===== config.mk =====
export PLATFORM = sky130hd
export DESIGN_NAME = ahb2wb_bridge
export DESIGN_NICKNAME = d
export VERILOG_FILES = /design/src/rtl/ahb2wb_bridge.sv
export SDC_FILE = /design/constraint.sdc
export NUM_CORES = 1
export LEC_CHECK = 0
export ABC_AREA = 1
export BUFFER_PORTS_ARGS = -buffer_cell sky130_fd_sc_hd__buf_2
export CAP_MARGIN = 20
export CORE_MARGIN = 3
export CORE_UTILIZATION = 35
export CTS_BUF_LIST = sky130_fd_sc_hd__clkbuf_16
export DETAILED_ROUTE_END_ITERATION = 6
export MAX_ROUTING_LAYER = met4
export PLACE_DENSITY = 0.85
export SYNTH_ARGS = -nofsm -noshare
export SYNTH_HDL_FRONTEND = slang
export SYNTH_SLANG_ARGS = --single-unit
export TNS_END_PERCENT = 5

===== constraint.sdc =====
create_clock -name HCLK -period 1.9 [get_ports HCLK]
set_clock_uncertainty 0.15 [all_clocks]
set_input_delay 0.095 -clock HCLK [delete_from_list [all_inputs] [get_ports HCLK]]
set_output_delay 0.095 -clock HCLK [all_outputs]
set_load 0.03 [all_outputs]

===== src/rtl/ahb2wb_bridge.sv =====
// AHB-Lite slave to Wishbone classic master bridge with byte-lane selects,
// alignment checking and two-cycle ERROR response. Optional bus-hang timeout: AHB2WB_TIMEOUT_EN.
module ahb2wb_bridge #(
   parameter int ADDR_WIDTH     = 32,
   parameter int DATA_WIDTH     = 32,
   parameter int TIMEOUT_CYCLES = 255
) (
   input  logic                    HCLK,
   input  logic                    HRESET,
   input  logic                    HSEL,
   input  logic [ADDR_WIDTH-1:0]   HADDR,
   input  logic [1:0]              HTRANS,
   input  logic                    HWRITE,
   input  logic [2:0]              HSIZE,
   input  logic [2:0]              HBURST,
   input  logic [3:0]              HPROT,
   input  logic [DATA_WIDTH-1:0]   HWDATA,
   input  logic                    HREADY,
   output logic                    HREADYOUT,
   output logic [DATA_WIDTH-1:0]   HRDATA,
   output logic                    HRESP,
   output logic [ADDR_WIDTH-1:0]   wb_adr_o,
   output logic [DATA_WIDTH-1:0]   wb_dat_o,
   output logic [DATA_WIDTH/8-1:0] wb_sel_o,
   output logic                    wb_we_o,
   output logic                    wb_cyc_o,
   output logic                    wb_stb_o,
   input  logic [DATA_WIDTH-1:0]   wb_dat_i,
   input  logic                    wb_ack_i,
   input  logic                    wb_err_i,
   output logic [1:0]              o_dbg_state
);

   localparam int SEL_W  = DATA_WIDTH / 8;
   localparam int LANE_W = $clog2(SEL_W);

   localparam logic [1:0] S_IDLE = 2'd0;
   localparam logic [1:0] S_WB   = 2'd1;
   localparam logic [1:0] S_ERR1 = 2'd2;
   localparam logic [1:0] S_ERR2 = 2'd3;

   logic [1:0]            r_state;
   logic [1:0]            w_next;
   logic [ADDR_WIDTH-1:0] r_adr;
   logic [SEL_W-1:0]      r_sel;
   logic                  r_we;

   logic                  w_in_wb;
   logic                  w_slot;
   logic                  w_sample;
   logic                  w_size_bad;
   logic                  w_misalign;
   logic                  w_legal;
   logic                  w_timeout;
   logic [LANE_W-1:0]     w_lane_ones;
   logic [LANE_W-1:0]     w_low_mask;
   logic [SEL_W-1:0]      w_bytes;
   logic [SEL_W-1:0]      w_sel;
   logic                  w_unused;

   assign w_in_wb = (r_state == S_WB);

   // Handshake: an AHB address phase is taken when HSEL && HREADY && HTRANS[1];
   // the Wishbone side completes a strobe cycle on wb_ack_i or wb_err_i (err wins),
   // and HREADYOUT only rises in WB on a clean ack.
   assign w_slot   = (r_state == S_IDLE) || (r_state == S_ERR2) ||
                     (w_in_wb && wb_ack_i && !wb_err_i);
   assign w_sample = HSEL && HREADY && HTRANS[1] && w_slot;

   assign w_size_bad  = (HSIZE > 3'(LANE_W));
   assign w_lane_ones = '1;
   assign w_low_mask  = ~(w_lane_ones << HSIZE);
   assign w_misalign  = |(HADDR[LANE_W-1:0] & w_low_mask);
   assign w_legal     = !w_size_bad && !w_misalign;

   always_comb begin
      w_bytes = '0;
      case (HSIZE)
         3'd0:    w_bytes = SEL_W'(1);
         3'd1:    w_bytes = SEL_W'(3);
         3'd2:    w_bytes = SEL_W'(15);
         default: w_bytes = '1;
      endcase
   end

   assign w_sel = w_bytes << HADDR[LANE_W-1:0];

`ifdef AHB2WB_TIMEOUT_EN
   logic [15:0] r_tcnt;

   // Counts strobe cycles that saw neither ack nor err; the last allowed one aborts.
   assign w_timeout = w_in_wb && !wb_ack_i && !wb_err_i &&
                      (r_tcnt == 16'(TIMEOUT_CYCLES - 1));

   always_ff @(posedge HCLK or posedge HRESET) begin
      if (HRESET) begin
         r_tcnt <= '0;
      end else if (w_sample && w_legal) begin
         r_tcnt <= '0;
      end else if (w_in_wb && !wb_ack_i && !wb_err_i) begin
         r_tcnt <= r_tcnt + 16'd1;
      end
   end
`else
   assign w_timeout = 1'b0;
`endif

   always_comb begin
      w_next = r_state;
      case (r_state)
         S_IDLE, S_ERR2: begin
            if (w_sample) begin
               w_next = w_legal ? S_WB : S_ERR1;
            end else begin
               w_next = S_IDLE;
            end
         end
         S_WB: begin
            if (wb_err_i) begin
               w_next = S_ERR1;
            end else if (wb_ack_i) begin
               if (w_sample) begin
                  w_next = w_legal ? S_WB : S_ERR1;
               end else begin
                  w_next = S_IDLE;
               end
            end else if (w_timeout) begin
               w_next = S_ERR1;
            end else begin
               w_next = S_WB;
            end
         end
         S_ERR1:  w_next = S_ERR2;
         default: w_next = S_IDLE;
      endcase
   end

   always_ff @(posedge HCLK or posedge HRESET) begin
      if (HRESET) begin
         r_state <= S_IDLE;
      end else begin
         r_state <= w_next;
      end
   end

   always_ff @(posedge HCLK or posedge HRESET) begin
      if (HRESET) begin
         r_adr <= '0;
         r_sel <= '0;
         r_we  <= 1'b0;
      end else if (w_sample && w_legal) begin
         r_adr <= HADDR;
         r_sel <= w_sel;
         r_we  <= HWRITE;
      end
   end

   assign wb_cyc_o = w_in_wb;
   assign wb_stb_o = w_in_wb;
   assign wb_adr_o = w_in_wb ? r_adr : '0;
   assign wb_sel_o = w_in_wb ? r_sel : '0;
   assign wb_we_o  = w_in_wb && r_we;
   assign wb_dat_o = HWDATA;
   assign HRDATA   = wb_dat_i;

   always_comb begin
      HREADYOUT = 1'b1;
      case (r_state)
         S_IDLE:  HREADYOUT = 1'b1;
         S_WB:    HREADYOUT = wb_ack_i && !wb_err_i;
         S_ERR1:  HREADYOUT = 1'b0;
         default: HREADYOUT = 1'b1;
      endcase
   end

   assign HRESP       = (r_state == S_ERR1) || (r_state == S_ERR2);
   assign o_dbg_state = r_state;

   assign w_unused = &{1'b0, HBURST, HPROT, HTRANS[0]};

endmodule


==> results of run 1 <==
==> state kept, by name, indices dropped and copies added (netlist names) <==
signal and flops:
r_sel 4, o_dbg_state 2, r_we 1, r_adr 32
==> worst max path at each step <==
stage / from / endpoint / slack, ps / cells past startpoint
2_1_floorplan: o_dbg_state[1]$_DFF_PP0_ / wb_adr_o[24] / 40 / 6
3_3_place_gp: o_dbg_state[0]$_DFF_PP0_ / r_adr[8]$_DFFE_PP0P_ / 220 / 8
6_report: HADDR[0] / r_adr[8]$_DFFE_PP0P_ / 110 / 9
5_1_grt: HADDR[0] / r_adr[8]$_DFFE_PP0P_ / 20 / 9
3_5_place_dp: o_dbg_state[0]$_DFF_PP0_ / r_adr[5]$_DFFE_PP0P_ / 150 / 8
4_1_cts: HADDR[0] / r_adr[5]$_DFFE_PP0P_ / 70 / 9
==> final cells by class <==
type	count	area, um^2	share of cell area
sequential	39	977	0.318
timing repair buffer	127	853	0.277
multi-input combinational	179	800	0.260
inverter	50	188	0.0610
clock buffer	5	125	0.0407
tap	96	120	0.0391
clock inverter	3	12.5	0.00407
==> cells by family after synthesis <==
group / after synthesis / synth area share
adder cells (fa/ha/maj): 3 / 0.0150
AO/OA/AOI/OAI: 5 / 0.0125
buffers and inverters: 131 / 0.305
flip-flops: 39 / 0.389
AND/OR/NAND/NOR: 171 / 0.279
==> synth_stat cells <==
| cell | count |
|---|---|
| o211ai_1 | 1 |
| dfrtp_1 | 39 |
| a21oi_2 | 1 |
| buf_4 | 70 |
| clkbuf_1 | 4 |
| or2_2 | 1 |
| nand3_1 | 43 |
| ha_1 | 3 |
| nor2_1 | 3 |
| nand2_1 | 124 |
| inv_1 | 50 |
| o21ai_0 | 3 |
| buf_2 | 7 |
==> where the power goes <==
group          switching, uW  leakage (uW)  total, uW  internal, uW
registers                114      0.000496       1160          1050
clock network            293     0.0000762        766           473
logic                    268       0.00143        478           209
total                    675       0.00200       2400          1730
==> metal layers <==
layer,wire (um),global-route usage
met1,2350,0.154
met2,2980,0.261
met3,441,0.0483
met4,76,0.0446
met5,0,-
==> worst reg2reg max path: cells and delay by family (launching register included) <==
family | cells | cell delay (ps)
buffers and inverters | 3 | 350
AOI/OAI and AO/OA | 1 | 220
DFF | 1 | 410
adders and majority gates | 1 | 270
and+or+nand+nor | 3 | 250
==> stage by stage <==
step                std cells  power [uW]
finish                    499        2400
global route              499        2570
CTS                       499        2440
detailed placement        456        1600
global placement          456        1570
floorplan                 349        1690
==> repair_timing <==
| item | 4_1_cts | 5_1_grt |
|---|---|---|
| resized for setup | 0 | 1 |
| setup endpoints to repair | 0 | 15 |
| hold buffers | 35 | 0 |
| hold endpoints to repair | 74 | 0 |
==> summary.md, run 1 <==
| Metric | Value |
|---|---|
| DR DRC count | 0 |
| Post-layout instance area | 3080 um^2 |
| CP Capture Type | register |
| Clock Root Buffer | clkbuf_16 |
| CP max-delay cell | dlygate4sd3_1 |
| CP top delay family | buffers and inverters |
| CTS Buffer Depth | 2 |
| Syn Inst Count | around 350 |
| Max cap viols | 0 |
| Status | finished clean |
| Initial Util | 0.365 |
| Pwr per Cell Area | 781 nW/um^2 |
| Pre-Repair DR Iteration Count | 4 |
| Yosys reg bits | 39 |
| CTS tree | built |
| Drt wl/cell | 11.7 um |
| Total die area | 8210 um^2 |
| Startpoint types | input pin |
| Worst Hold End | o_dbg_state[1]$_DFF_PP0_ |
| CP required | around 1900 ps |
| Fmax | around 560 MHz |
| Final Setup Violations | 0 |
| Clock Sinks | 39 |
| Area Growth Syn to Fin | 22.7% |
| Num CTS Buffers | 5 |
| Layout cells sized above 1 | 0.258 |
| Dpl cell area | between 2000 and 3000 um^2 |
| Sequential-to-total area share from yosys stat | 0.389 |
| Fillcell total | 714 |
| Most frequent cells in the layout | 124 x nand2_1, 85 x buf_2, 51 x inv_1, 42 x nand3_1, 38 x dfrtp_1 |
| Commonest non-fill, non-tap cell in the layout | nand2_1 |
| Tcrit/Tclk final | 0.940 |
| Hold Crit Start | wb_err_i |
| Overflow after GRT | 0 |
| VDD IR max | 0.370 mV |
| Final hold viol count | 0 |
| First-pass GRT wire length | 9750 um |
| Ports | 222 |
| Crit path top cell by count | nand2_1 |
| Critical path class | input pin to register |
| Slew margin rel. | 0.463 |
| Final ANT Viol Nets | 0 |
| Post-synth top area cell | dfrtp_1 |
| GR Util All Layers | 0.147 |
| Buffers & Inverters on Critical Path | 3 |
| Final min period | 1790 ps |
| DP HPWL | 4000 um |
| Hold/Removal Path Class | input pin to register |
| Synthesized area | 2510 um^2 |
| Layout net count | 520 |
| CP max FO | 20 |
| Core Box Area | between 6000 and 7000 um^2 |
| Routed wire length | 5850 um |
| Post-Syn Nets | roughly 470 |
| Setup Fix Bufs, Post-CTS | 0 |
| Synth warnings | 0 |
| Clock-pin slew on the worst setup and hold paths | 50 ps |
| Vias per cell | about 4.4 |
| Actual slew at the worst max-slew pin | 804 ps |
| LEAKAGE | 0.00200 uW |
| Arr. time, crit path | 1800 ps |
| Reg-to-reg slack, setup | ~160 ps |
| RSZ-0062 raised after global routing | false |
| Die height | 90.6 um |
| WHS Path Cells | 5 |
| Vias | 2217 |
| Post-Place Setup Slack | 153 ps |
| Syn Area/Cell | 7.18 um^2 |
| Final-report max-slew violation count | 0 |
| Setup_tns | 0 ps |
| Antenna diode count | 0 |
| Synth top area cells | dfrtp_1 39%, buf_4 21%, nand2_1 19%, nand3_1 8.6%, inv_1 7.5% |
| GP Congestion | 0.730 |
| Worst Hold Slack | between 20 and 30 ps |
| Worst reg2reg path depth | 8 |
| Unique cell type count in the Yosys netlist | 13 |
| Port bufs | 85 |
| Worst R2R End | r_adr[8]$_DFFE_PP0P_ |
| Worst flop-to-flop path startpoint | o_dbg_state[0]$_DFF_PP0_ |
| CP max stage delay | ~530 ps |
| Critical path cell sequence | dlygate4sd3_1 -> buf_2 -> nor2_1 -> nand3_1 -> nand3_4 -> nand2_1 -> buf_4 -> nand2_1 -> nand2_1 |
| Top-area cell type share of the netlist area | 0.389 |
| Largest net degree at the start of global routing | 40 |
| Core Rows | 30 |
| H-tree depth | 2 |
| Latest clock arrival within the worst-skew pair | 270 ps |
| Die width | approximately 91 um |
| Utilization after layout | 0.448 |
| Initial antenna violation count | 0 |
| Initial DRC count | 73 |
| Final WS setup | 115 ps |
| Number of global-route vias before repair | 2183 |
Note: power is estimated with default switching activity, not from simulation.
==> inputs of run 2 (changes only) <==
--- a/config.mk
+++ b/config.mk
@@ -9,11 +9,12 @@
 export BUFFER_PORTS_ARGS = -buffer_cell sky130_fd_sc_hd__buf_2
 export CAP_MARGIN = 20
 export CORE_MARGIN = 3
-export CORE_UTILIZATION = 35
+export CORE_UTILIZATION = 25
 export CTS_BUF_LIST = sky130_fd_sc_hd__clkbuf_16
+export CTS_CLUSTER_SIZE = 40
 export DETAILED_ROUTE_END_ITERATION = 6
 export MAX_ROUTING_LAYER = met4
-export PLACE_DENSITY = 0.85
+export PLACE_DENSITY = 0.67
 export SYNTH_ARGS = -nofsm -noshare
 export SYNTH_HDL_FRONTEND = slang
 export SYNTH_SLANG_ARGS = --single-unit
==> run 2 against run 1 <==
Compared with the run above: core utilization is 12 points lower; clock power increased by 38%; sequential cell count unchanged; clock-buffer cell count stayed put; maximum frequency increased by 2.2%; global-route usage shrank 3.5 points; design area increased by 2.6%; sequential power hardly changed; worst setup slack improved by 39 ps; final cell count increased by 7.0%; via count shrank 2.0%; critical endpoint is now wb_adr_o[11].
==> summary.md, run 2 (same netlist as run 1, synthesis figures left out) <==
| Metric | Value |
|---|---|
| Startpoint types | register (was input pin) |
| Worst reg2reg path depth | 7 (was 8) |
| CP Capture Type | output pin (was register) |
| Initial DRC count | 72 (was 73) |
| Most frequent cells in the layout | 124 x nand2_1, 85 x buf_2, 50 x inv_1, 42 x nand3_1, 38 x dfrtp_1 (was 124 x nand2_1, 85 x buf_2, 51 x inv_1, 42 x nand3_1, 38 x dfrtp_1) |
| Area of the multi-input gates | 792 um^2 (was 800 um^2) |
| Die width | 106 um (was 90.6 um) |
| RSZ-0062 raised after global routing | false (unchanged) |
| Tcrit/Tclk final | 0.919 (was 0.940) |
| GP Congestion | 0.756 (was 0.730) |
| Reg-to-reg slack, setup | 160 ps (about the same) |
| Final ANT Viol Nets | 0 (unchanged) |
| Final-report max-slew violation count | 0 (unchanged) |
| Fillcell total | 1024 (was 714) |
| Final Setup Violations | 0 (unchanged) |
| Port bufs | 85 (unchanged) |
| Layout net count | 522 (was 520) |
| Worst flop-to-flop path startpoint | o_dbg_state[0]$_DFF_PP0_ (unchanged) |
| CTS Buffer Depth | 2 (unchanged) |
| Worst R2R End | r_adr[20]$_DFFE_PP0P_ (was r_adr[8]$_DFFE_PP0P_) |
| Status | finished clean (unchanged) |
| Max cap viols | 0 (unchanged) |
| Ports | 222 (unchanged) |
| Utilization after layout | 0.332 (was 0.448) |
| Final min period | 1750 ps (was 1790 ps) |
| Clock Sinks | 39 (unchanged) |
| CTS tree | built (unchanged) |
| Drt wl/cell | 11.3 um (was 11.7 um) |
| GR Util All Layers | 0.112 (was 0.147) |
| Antenna diode count | 0 (unchanged) |
| Number of global-route vias before repair | 2285 (was 2183) |
| Commonest non-fill, non-tap cell in the layout | nand2_1 (unchanged) |
| Clock Root Buffer | clkbuf_16 (unchanged) |
| Die height | 106 um (was 90.6 um) |
| Layout cells sized above 1 | 0.264 (was 0.258) |
| CP max-delay cell | dfrtp_1 (was dlygate4sd3_1) |
| LEAKAGE | 0.00202 uW (was 0.00200 uW) |
| Actual slew at the worst max-slew pin | 705 ps (was 804 ps) |
| Area Growth Syn to Fin | 25.9% (was 22.7%) |
| Routed wire length | 6010 um (was 5850 um) |
| CP max FO | 19 (was 20) |
| Final WS setup | 154 ps (was 115 ps) |
| Setup crit start | o_dbg_state[1]$_DFF_PP0_ (was HADDR[0]) |
| CP max stage delay | 410 ps (was 530 ps) |
| Slew margin rel. | 0.529 (was 0.463) |
| Crit path top cell by count | inv_1 (was nand2_1) |
| Num CTS Buffers | 5 (unchanged) |
| Critical path cell sequence | inv_1 -> ha_4 -> buf_4 -> nand2_1 -> inv_1 -> buf_2 (was dlygate4sd3_1 -> buf_2 -> nor2_1 -> nand3_1 -> nand3_4 -> nand2_1 -> buf_4 -> nand2_1 -> nand2_1) |
| Arr. time, crit path | 1500 ps (was 1800 ps) |
| DR DRC count | 0 (unchanged) |
| Hold/Removal Path Class | input pin to register (unchanged) |
| Clock-pin slew on the worst setup and hold paths | 60 ps (was 50 ps) |
| Pre-Repair DR Iteration Count | 4 (unchanged) |
| Critical path class | register to output pin (was input pin to register) |
| Vias | 2172 (was 2217) |
| Latest clock arrival within the worst-skew pair | 270 ps (about the same) |
| Final hold viol count | 0 (unchanged) |
| Post-Place Setup Slack | 158 ps (was 153 ps) |
| Critical path endpoint | wb_adr_o[11] (was r_adr[8]$_DFFE_PP0P_) |
| Top reg by flops | r_adr (unchanged) |
| Core Box Area | 9500 um^2 (was 6870 um^2) |
| First-pass GRT wire length | 10300 um (was 9750 um) |
| Pwr per Cell Area | 852 nW/um^2 (was 781 nW/um^2) |
| Total die area | 11300 um^2 (was 8210 um^2) |
| H-tree depth | 2 (unchanged) |
| Largest net degree at the start of global routing | 34 (was 40) |
| Sequential cell area | 977 um^2 (unchanged) |
| Initial antenna violation count | 0 (unchanged) |
| VDD IR max | 0.462 mV (was 0.370 mV) |
| Vias per cell | 4.07 (was 4.44) |
| Core Rows | 35 (was 30) |
| Fmax | 573 MHz (was 560 MHz) |
| CP required | 1650 ps (was 1910 ps) |
| Setup_tns | 0 ps (unchanged) |
| Largest register FFs | 32 (unchanged) |
| Overflow after GRT | 0 (unchanged) |
| DP HPWL | 4250 um (was 4000 um) |
| Initial Util | 0.264 (was 0.365) |
| Hold Crit Start | wb_err_i (unchanged) |
| Setup Fix Bufs, Post-CTS | 0 (unchanged) |
run 2: worst min path at each step:
stage	end	slack (ps)	depth (start not counted)
floorplan	r_adr[0]$_DFFE_PP0P_	90	2
global placement	HRDATA[11]	40	0
detailed placement	HRDATA[11]	40	0
CTS	o_dbg_state[1]$_DFF_PP0_	30	5
global route	wb_dat_o[14]	40	0
finish	o_dbg_state[1]$_DFF_PP0_	40	5
run 2: area by class of cell:
cell class | instances | area share
Inverter | 50 | 0.0595
Clock inverter | 3 | 0.0202
Timing Repair Buffer | 129 | 0.269
Clock buffer | 5 | 0.0397
Multi-Input combinational cell | 179 | 0.251
Tap cell | 129 | 0.0512
Sequential cell | 39 | 0.310
run 2: metrics by stage:
stage | cell area, um^2 | hold WS [ps] | instances | power (uW)
finish | 3150 | 38.3 | 534 | 2690
global route | 3150 | 40.0 | 534 | 2870
CTS | 3150 | 30.8 | 534 | 2740
detailed placement | 2610 | 40.2 | 491 | 1590
global placement | 2610 | 40.2 | 491 | 1580
floorplan | 2520 | 90.4 | 349 | 1690
run 2: routing by layer:
metal / vias up / track usage / wire length [um]
met1: 1005 / 0.126 / 2580
met2: 69 / 0.204 / 3060
li1: 1080 / - / -
met3: 18 / 0.0255 / 327
met4: 0 / 0.0250 / 42
met5: - / - / 0
run 2: repair_timing:
action                                  CTS  global route
hold buffers                             35             0
hold endpoints to repair                 66             0
endpoints found under the setup margin    0             3
resized for setup                         0             1
run 2: where the power goes:
group / total [uW] / switching [uW] / internal, uW
Sequential: 1160 / 112 / 1040
Combinational: 472 / 266 / 206
Clock: 1060 / 314 / 747
Total: 2690 / 691 / 2000
run 2: worst max-delay path: cells and delay by family (launching register included):
family	cells	cell delay (ps)
flip-flops	1	410
AND/OR/NAND/NOR	1	80
adder cells (fa/ha/maj)	1	150
buffers and inverters	4	590
